==> src/rtl/dot_operand_streamer_pkg.sv <==
// Shared definitions for the dot-product operand path.
// Used by the streamer and by the dot-product control block.
package dot_operand_streamer_pkg;

    localparam int unsigned ELEMENT_WIDTH = 32;
    localparam int unsigned NO_OF_UNITS   = 8;
    localparam int unsigned ADDR_WIDTH    = 16;
    localparam int unsigned CHUNK_WIDTH   = ELEMENT_WIDTH * NO_OF_UNITS;

    typedef enum logic [1:0] {
        ST_IDLE,
        ST_FETCH,
        ST_DRAIN,
        ST_DONE
    } state_e;

    function automatic logic [31:0] chunk_count(
        input logic [31:0] total,
        input int unsigned n
    );
        return (total / n) + {31'd0, (total % n) != 32'd0};
    endfunction

endpackage

==> src/rtl/dot_operand_streamer_fifo.sv <==
// Two-entry chunk FIFO with a registered head and occupancy output.
// The head register drives the consumer directly.
module two_entry_chunk_fifo #(
    parameter int unsigned width = 512
) (
    input  logic             clk,
    input  logic             reset,
    input  logic             push_i,
    input  logic [width-1:0] din_i,
    input  logic             pop_i,
    output logic [width-1:0] head_o,
    output logic             valid_o,
    output logic [1:0]       occ_o
);

    logic [width-1:0] head_q, head_d;
    logic [width-1:0] tail_q, tail_d;
    logic [1:0]       cnt_q, cnt_d;

    always_comb begin
        head_d = head_q;
        tail_d = tail_q;
        cnt_d  = cnt_q;
        unique case ({push_i, pop_i})
            2'b10: begin
                if (cnt_q == 2'd0) head_d = din_i;
                else               tail_d = din_i;
                cnt_d = cnt_q + 2'd1;
            end
            2'b01: begin
                head_d = tail_q;
                cnt_d  = cnt_q - 2'd1;
            end
            2'b11: begin
                // Simultaneous push and pop keeps the count unchanged.
                if (cnt_q == 2'd2) begin
                    head_d = tail_q;
                    tail_d = din_i;
                end else begin
                    head_d = din_i;
                end
            end
            default: ;
        endcase
    end

    always_ff @(posedge clk or posedge reset) begin
        if (reset) begin
            head_q <= '0;
            tail_q <= '0;
            cnt_q  <= 2'd0;
        end else begin
            head_q <= head_d;
            tail_q <= tail_d;
            cnt_q  <= cnt_d;
        end
    end

    assign head_o  = head_q;
    assign valid_o = (cnt_q != 2'd0);
    assign occ_o   = cnt_q;

endmodule

==> src/rtl/dot_operand_streamer.sv <==
// Streams two chunked vectors from memory to the dot-product block,
// zero-padding the final partial chunk.
module dot_operand_streamer
    import dot_operand_streamer_pkg::*;
#(
    parameter int unsigned element_width = ELEMENT_WIDTH,
    parameter int unsigned no_of_units   = NO_OF_UNITS,
    parameter int unsigned addr_width    = ADDR_WIDTH
) (
    input  logic                                 clk,
    input  logic                                 reset,
    input  logic                                 start,
    input  logic [31:0]                          total,
    input  logic [addr_width-1:0]                base_a,
    input  logic [addr_width-1:0]                base_b,
    output logic                                 mem_a_rd_en,
    output logic                                 mem_b_rd_en,
    output logic [addr_width-1:0]                mem_a_addr,
    output logic [addr_width-1:0]                mem_b_addr,
    input  logic [element_width*no_of_units-1:0] mem_a_rdata,
    input  logic [element_width*no_of_units-1:0] mem_b_rdata,
    output logic [element_width*no_of_units-1:0] first_row_plus_additional,
    output logic [element_width*no_of_units-1:0] vector2,
    output logic                                 outsider_read_now,
    input  logic                                 consumer_ready,
    output logic                                 busy,
    output logic                                 done
);

    localparam int unsigned CW = element_width * no_of_units;

    state_e                state_q, state_d;
    logic [31:0]           chunks_q, chunks_d;
    logic [31:0]           rem_q, rem_d;
    logic [31:0]           rd_cnt_q, rd_cnt_d;
    logic [31:0]           acc_cnt_q, acc_cnt_d;
    logic [addr_width-1:0] base_a_q, base_a_d;
    logic [addr_width-1:0] base_b_q, base_b_d;
    logic                  inflight_q, inflight_last_q;

    logic                  rd_en, pop, last_rd, last_acc;
    logic [2:0]            credit;
    logic [1:0]            occ;
    logic                  fifo_valid;
    logic [CW-1:0]         pad_a, pad_b;
    logic [2*CW-1:0]       fifo_head;

    // Credit counts the slot freed by a pop in this same cycle.
    assign pop      = fifo_valid & consumer_ready;
    assign credit   = {1'b0, occ} + {2'b0, inflight_q} - {2'b0, pop};
    assign rd_en    = (state_q == ST_FETCH) && (credit < 3'd2);
    assign last_rd  = (rd_cnt_q == chunks_q - 32'd1);
    assign last_acc = (acc_cnt_q == chunks_q - 32'd1);

    always_comb begin
        state_d   = state_q;
        chunks_d  = chunks_q;
        rem_d     = rem_q;
        rd_cnt_d  = rd_cnt_q;
        acc_cnt_d = acc_cnt_q;
        base_a_d  = base_a_q;
        base_b_d  = base_b_q;
        if (pop) acc_cnt_d = acc_cnt_q + 32'd1;
        unique case (state_q)
            ST_IDLE: begin
                if (start) begin
                    chunks_d  = chunk_count(total, no_of_units);
                    rem_d     = total % no_of_units;
                    rd_cnt_d  = 32'd0;
                    acc_cnt_d = 32'd0;
                    base_a_d  = base_a;
                    base_b_d  = base_b;
                    state_d   = (total == 32'd0) ? ST_DONE : ST_FETCH;
                end
            end
            ST_FETCH: begin
                if (rd_en) begin
                    rd_cnt_d = rd_cnt_q + 32'd1;
                    if (last_rd) state_d = ST_DRAIN;
                end
            end
            ST_DRAIN: begin
                if (pop && last_acc) state_d = ST_DONE;
            end
            ST_DONE: state_d = ST_IDLE;
            default: state_d = ST_IDLE;
        endcase
    end

    always_ff @(posedge clk or posedge reset) begin
        if (reset) begin
            state_q         <= ST_IDLE;
            chunks_q        <= 32'd0;
            rem_q           <= 32'd0;
            rd_cnt_q        <= 32'd0;
            acc_cnt_q       <= 32'd0;
            base_a_q        <= '0;
            base_b_q        <= '0;
            inflight_q      <= 1'b0;
            inflight_last_q <= 1'b0;
        end else begin
            state_q         <= state_d;
            chunks_q        <= chunks_d;
            rem_q           <= rem_d;
            rd_cnt_q        <= rd_cnt_d;
            acc_cnt_q       <= acc_cnt_d;
            base_a_q        <= base_a_d;
            base_b_q        <= base_b_d;
            inflight_q      <= rd_en;
            inflight_last_q <= rd_en & last_rd;
        end
    end

    always_comb begin
        pad_a = mem_a_rdata;
        pad_b = mem_b_rdata;
        for (int i = 0; i < int'(no_of_units); i++) begin
            if (inflight_last_q && rem_q != 32'd0 && 32'(i) >= rem_q) begin
                pad_a[i*element_width +: element_width] = '0;
                pad_b[i*element_width +: element_width] = '0;
            end
        end
    end

    two_entry_chunk_fifo #(
        .width(2 * CW)
    ) u_fifo (
        .clk    (clk),
        .reset  (reset),
        .push_i (inflight_q),
        .din_i  ({pad_a, pad_b}),
        .pop_i  (pop),
        .head_o (fifo_head),
        .valid_o(fifo_valid),
        .occ_o  (occ)
    );

    assign mem_a_rd_en               = rd_en;
    assign mem_b_rd_en               = rd_en;
    assign mem_a_addr                = base_a_q + rd_cnt_q[addr_width-1:0];
    assign mem_b_addr                = base_b_q + rd_cnt_q[addr_width-1:0];
    assign first_row_plus_additional = fifo_head[2*CW-1:CW];
    assign vector2                   = fifo_head[CW-1:0];
    assign outsider_read_now         = fifo_valid;
    assign busy = (state_q == ST_FETCH) || (state_q == ST_DRAIN);
    assign done = (state_q == ST_DONE);

endmodule

==> config.mk <==
export PLATFORM = sky130hd
export DESIGN_NAME = dot_operand_streamer
export DESIGN_NICKNAME = d
export VERILOG_FILES = /design/src/rtl/dot_operand_streamer_pkg.sv /design/src/rtl/dot_operand_streamer_fifo.sv /design/src/rtl/dot_operand_streamer.sv
export SDC_FILE = /design/constraint.sdc
export NUM_CORES = 2
export LEC_CHECK = 0
export CAP_MARGIN = 20
export CORE_AREA = 4 4 432 434
export DETAILED_ROUTE_END_ITERATION = 16
export DIE_AREA = 0 0 436 438
export PLACE_DENSITY = 0.56
export SETUP_SLACK_MARGIN = 0.1
export SLEW_MARGIN = 20
export SYNTH_ARGS = -nofsm -noshare
export SYNTH_HDL_FRONTEND = slang
export SYNTH_HIERARCHICAL = 1
export SYNTH_SLANG_ARGS = --single-unit
==> constraint.sdc <==
create_clock -name clk -period 87 [get_ports clk]
set_input_delay 13.05 -clock clk [delete_from_list [all_inputs] [get_ports clk]]
set_output_delay 13.05 -clock clk [all_outputs]
set_load 0.1 [all_outputs]
# Word-level counts from Yosys, hierarchy flattened
# Index checks and enable logic that the tools add are counted.
totals:
  register_bits: 1161
  latchBits: 0
  ramBits: 0
  romBits: 0
  mem_count: 0
op_classes:
  add_sub_neg: 10
  n_mul: 0
  div: 0
  n_lt_le_gt_ge: 9
  eq_ne: 16
  shifts: 0
  muxes: 35
  bitwise: 2
  reduce_logical: 27
op_table:
  columns: ["op", "count"]
  rows:
  - ["512-bit two-way mux", 4]
  - ["512-bit one-hot mux with 3 select lines", 1]
  - ["512-bit one-hot mux with 2 select lines", 1]
  - ["32-bit two-way mux", 21]
  - ["32-bit by 1-bit adder with 32-bit output, second input constant", 2]
  - ["32-bit equality test", 2]
  - ["32-bit one-hot mux with 2 select lines", 1]
  - ["32-bit nonzero test", 2]
  - ["16-bit adder", 2]
  - ["32-bit logical NOT", 1]
  - ["32-bit by 1-bit subtractor with 32-bit output, second input constant", 1]
  - ["29-bit by 1-bit adder with 30-bit output", 1]
  - ["3-bit greater-or-equal comparator, first input constant", 4]
  - ["1-bit logical AND", 11]
  - ["2-bit equality test, second input constant", 5]
  - ["2-bit two-way mux", 5]
  - ["2-bit != test, second input constant", 5]
  - ["2-bit one-hot mux with 4 select lines", 1]
  - ["2-bit nonzero test", 4]
  - ["1-bit by 3-bit greater-or-equal comparator with 1-bit output, first input constant", 2]
  - ["2-bit by 3-bit greater-or-equal comparator with 1-bit output, first input constant", 2]
  - ["3-bit AND reduction", 2]
  - ["2-bit by 1-bit equality test with 1-bit output, second input constant", 2]
  - ["2-bit logical NOT", 2]
  - ["12 further kinds", 15]

# Logic depth before layout (Yosys ltp)
depth:
  depth_word: 7
  depth_mapped: 16
  depth_no_buf: 14

# Hierarchy
# The synthesis kept the hierarchy.
by_module_without_submodules:
  columns: ["module", "instances", "cells_each", "area_each_um2", "seq_area_each_um2"]
  rows:
  - ["two_entry_chunk_fifo", 1, 4496, 53935.5, 25674.6]
  - ["dot_operand_streamer", 1, 1758, 13036.3, 3328.2]

# Least setup slack after synthesis
# Ideal clock, no wire load.
synth_timing:
  path_kind: "in2out"
  start: "input port consumer_ready"
  end: "output port mem_b_rd_en"
  t_arrival_ns: 16.459
  path_slack_ns: 57.491
  path_stages: 9
  cell_sequence: "and2_1 clkbuf_1 ha_1 nand2b_1 fa_1 xnor2_1 nand2_1 nor2_1 buf_4"
synth_via:
  elab_chain_cells: 4
synth_rtl:
  columns: ["element", "line_no", "rtl"]
  rows:
  - ["from (decl)", "dot_operand_streamer.sv:25", "input logic consumer_ready,"]
  - ["1-bit bitwise AND", "dot_operand_streamer.sv:49", "assign pop = fifo_valid & consumer_ready;"]
  - ["net pop", "dot_operand_streamer.sv:41", "logic rd_en, pop, last_rd, last_acc;"]
  - ["3-bit by 1-bit subtractor with 3-bit output", "dot_operand_streamer.sv:50", "assign credit = {1'b0, occ} + {2'b0, inflight_q} - {2'b0, pop};"]
  - ["3-bit by 2-bit less-than comparator with 1-bit output", "dot_operand_streamer.sv:51", "assign rd_en = (state_q == ST_FETCH) && (credit < 3'd2);"]
  - ["1-bit logical AND", "dot_operand_streamer.sv:51", null]
  - ["to (decl)", "dot_operand_streamer.sv:17", "output logic mem_b_rd_en,"]
# The timed path passes the listed nets, and every way through them passes these cells.

# Worst setup path in the final report
layout_timing:
  start: "input port consumer_ready"
  end: "output port mem_a_rd_en"
layout_via:
  elab_chain_cells: 4
layout_rtl:
  columns: ["element", "line_no", "rtl"]
  rows:
  - ["1-bit bitwise AND", "dot_operand_streamer.sv:49", null]
  - ["3-bit by 1-bit subtractor with 3-bit output", "dot_operand_streamer.sv:50", null]
  - ["3-bit by 2-bit less-than comparator with 1-bit output", "dot_operand_streamer.sv:51", null]
  - ["1-bit logical AND", "dot_operand_streamer.sv:51", null]
  - ["to (decl)", "dot_operand_streamer.sv:16", "output logic mem_a_rd_en,"]
# Every way passes these cells.

==> metrics <==
setup TNS=0 ns; Clk Latency, worst-skew pair=0.80 ns; flops & latches, synth=1159; syn avg cell area=10.7 um2; post-cts hold buffer count=0; worst clock skew=0.0383 ns; # DRC=0; max-cap violations=0; clk slew on worst S/H paths=0.05 ns; WP buf/inv=2; Vias per Instance=5.50; Worst Setup Start Kind=input port; Overflow after GRT=0; GRT Overall Usage=0.236; Synthesized Nets=6881; global-route wire length before repair=346000 um; post-synthesis cell area=67000 um2; Hold Crit Class=reg -> reg; Most used DFF post-synth=dfrtp_1; pins over their slew limit=0; # clock sinks=1159; Max-slew headroom=0.204; crit path DAT=16.83 ns; drt total wl=234000 um; IO Pins=1129; vias in the first global route=52000; cells along the critical path=clkdlybuf4s50_1 > and2_1 > ha_1 > nand2b_1 > fa_1 > xnor2_1 > nand2_1 > nor2_1 > clkdlybuf4s50_1; Num CTS Buffers=144; final net count=7611; Initial Util=0.367; DRT Pass-1 Iters=6; area added between synthesis and finish=24.8%; root buf cell=clkbuf_16; Crit path max-delay family=buffers and inverters; sequential share of the synthesized area=0.433; wire per inst=24.6 um; Tmin final=29.88 ns; most frequent CP cell=clkdlybuf4s50_1; die width=436 um; CP Capture Type=output port; Req. time, crit path=73.95 ns; fmax=0.0335 GHz; CTS max path bufs=3; GP Congestion=0.868; pin count of the biggest net entering global routing=223; Die Height=438 um; number of enable flip-flop cells after synthesis=0; antenna violations before repair=99; fraction of layout cells with a size suffix above 1=0.221; vias=52400; final period utilization=0.343; status=finished, final reports clean; ANT nets after route=0; total setup buffers inserted after CTS=0; Syn. warnings=6; Slew @ Worst Pin=1.19 ns; PostCTS Resize Cnt=0; DP Wirelength=159000 um; Crit Path Category=in -> out; TritonCTS clock tree=yes; die area=191000 um2; RSZ-0062 raised after global routing=no; Crit path largest cell delay=1.18 ns; H-Tree Depth=4; Placeable Area=183000 um2; Mapped Cells=6254; CP max-delay cell=clkdlybuf4s50_1; final setup vio count=0; PortBufs=1128; DR iter-0 viols=3409; row count=157; Final Hold Vio Count=0; Async S/R FF share, synth=1.00; Unique masters post-synth=85; Crit Path Max Fanout=11
==> through the flow <==
step                      utilization  setup slack, ns  cell area [um2]  hold WS, ns  cells
final                           0.458            57.12            83600        0.479   9536
after global routing            0.457            56.87            83500        0.501   9511
after CTS                       0.457            57.11            83400        0.486   9479
after detailed placement        0.431            57.12            78800        0.473   9222
after global placement          0.432            57.10            78900        0.469   9222
after floorplan                     -            45.08            67000        0.450   6254
==> cells in the mapped netlist, types with 6 or more instances <==
master / instances / area [um2]
a21oi_1: 547 / 2740
and2_1: 331 / 2070
o21ai_0: 74 / 370
inv_1: 42 / 158
nand2_1: 210 / 788
xnor2_1: 77 / 674
buf_2: 122 / 611
nor4_1: 23 / 144
a211o_1: 6 / 52.6
nand3_1: 50 / 250
mux2_2: 792 / 8920
dfrtp_1: 1159 / 29000
nand4_1: 28 / 175
a22oi_1: 34 / 255
mux2_4: 201 / 3020
ha_1: 44 / 551
xor2_1: 85 / 744
nor2_1: 619 / 2320
or2_2: 6 / 37.5
a21o_1: 6 / 45.0
nand2b_1: 9 / 56.3
or4_1: 10 / 75.1
and3_1: 23 / 144
a221oi_2: 200 / 3000
a221oi_1: 283 / 2480
nor3_1: 30 / 150
clkbuf_1: 390 / 1460
buf_1: 17 / 63.8
nor3b_1: 487 / 3660
or3_1: 23 / 144
nor2b_1: 134 / 838
buf_6: 82 / 923
==> worst min-delay path: stages, from the launching register on <==
cell and delay, ns:
dfrtp_1 0.34, nand2_1 0.05, nand2_1 0.05
==> flip-flops by register name, summed over array words and instances, names as in the netlist <==
name / flops
inflight_q: 1
chunks_q: 30
state_q: 2
rem_q: 3
u_fifo/tail_q: 512
u_fifo/head_o: 512
base_b_q: 16
inflight_last_q: 1
u_fifo/occ_o: 2
base_a_q: 16
acc_cnt_q: 32
rd_cnt_q: 32
==> per-layer routing <==
metal,wire (um),global-route usage
met4,10700,0.111
met3,15900,0.0653
met1,95200,0.289
met5,304,0
met2,112000,0.385
==> layout make-up <==
class | instances | area [um2]
fillers | 17200 | 99100
multi-input cells | 4437 | 34800
repair buffers | 1200 | 11900
flip-flops and latches | 1159 | 29000
clock buffers | 221 | 4260
well taps | 2385 | 2980
inverters | 42 | 170
diodes | 56 | 140
clock inverters | 36 | 355
==> final timing paths <==
kind | from | endpoint | slack, ns | depth (start not counted)
min in group asynchronous | reset | u_fifo/tail_q[389] | 12.87 | 2
min reg2reg | base_a_q[11] | base_a_q[11] | 0.48 | 2
min | base_a_q[11] | base_a_q[11] | 0.48 | 2
max | consumer_ready | mem_a_rd_en | 57.12 | 9
max in group asynchronous | reset | u_fifo/tail_q[145] | 71.21 | 5
max reg2reg | u_fifo/occ_o[1] | u_fifo/head_o[202] | 80.64 | 11
==> cell families after synthesis <==
family | after synthesis | synth area share
buffers and inverters | 658 | 0.0486
flip-flops | 1159 | 0.433
AND/OR/NAND/NOR | 2013 | 0.167
XOR/XNOR | 163 | 0.0215
multiplexers | 996 | 0.179
AO/OA/AOI/OAI | 1218 | 0.142
adder cells (fa/ha/maj) | 47 | 0.00912
==> placed cells by master (no fill, tap or decap), types with 21 or more instances in the layout <==
cell,netlist,layout
a21oi_1,547,546
a221oi_1,283,283
a221oi_2,200,200
a22oi_1,34,34
and2_1,331,330
and3_1,23,23
buf_4,5,85
clkbuf_1,390,41
clkbuf_16,0,145
clkbuf_8,0,35
clkdlybuf4s50_1,0,1089
clkinv_2,0,21
dfrtp_1,1159,1159
diode_2,0,56
ha_1,44,42
inv_1,42,40
mux2_2,792,792
mux2_4,201,201
nand2_1,210,208
nand3_1,50,49
nand4_1,28,28
nor2_1,619,617
nor2b_1,134,134
nor3_1,30,30
nor3b_1,487,487
nor4_1,23,23
o21ai_0,74,74
or3_1,23,23
xnor2_1,77,77
xor2_1,85,85
Power is left out: the tool's default activity adds up to more than one toggle a clock period on the data nets, which glitch-free logic cannot reach.
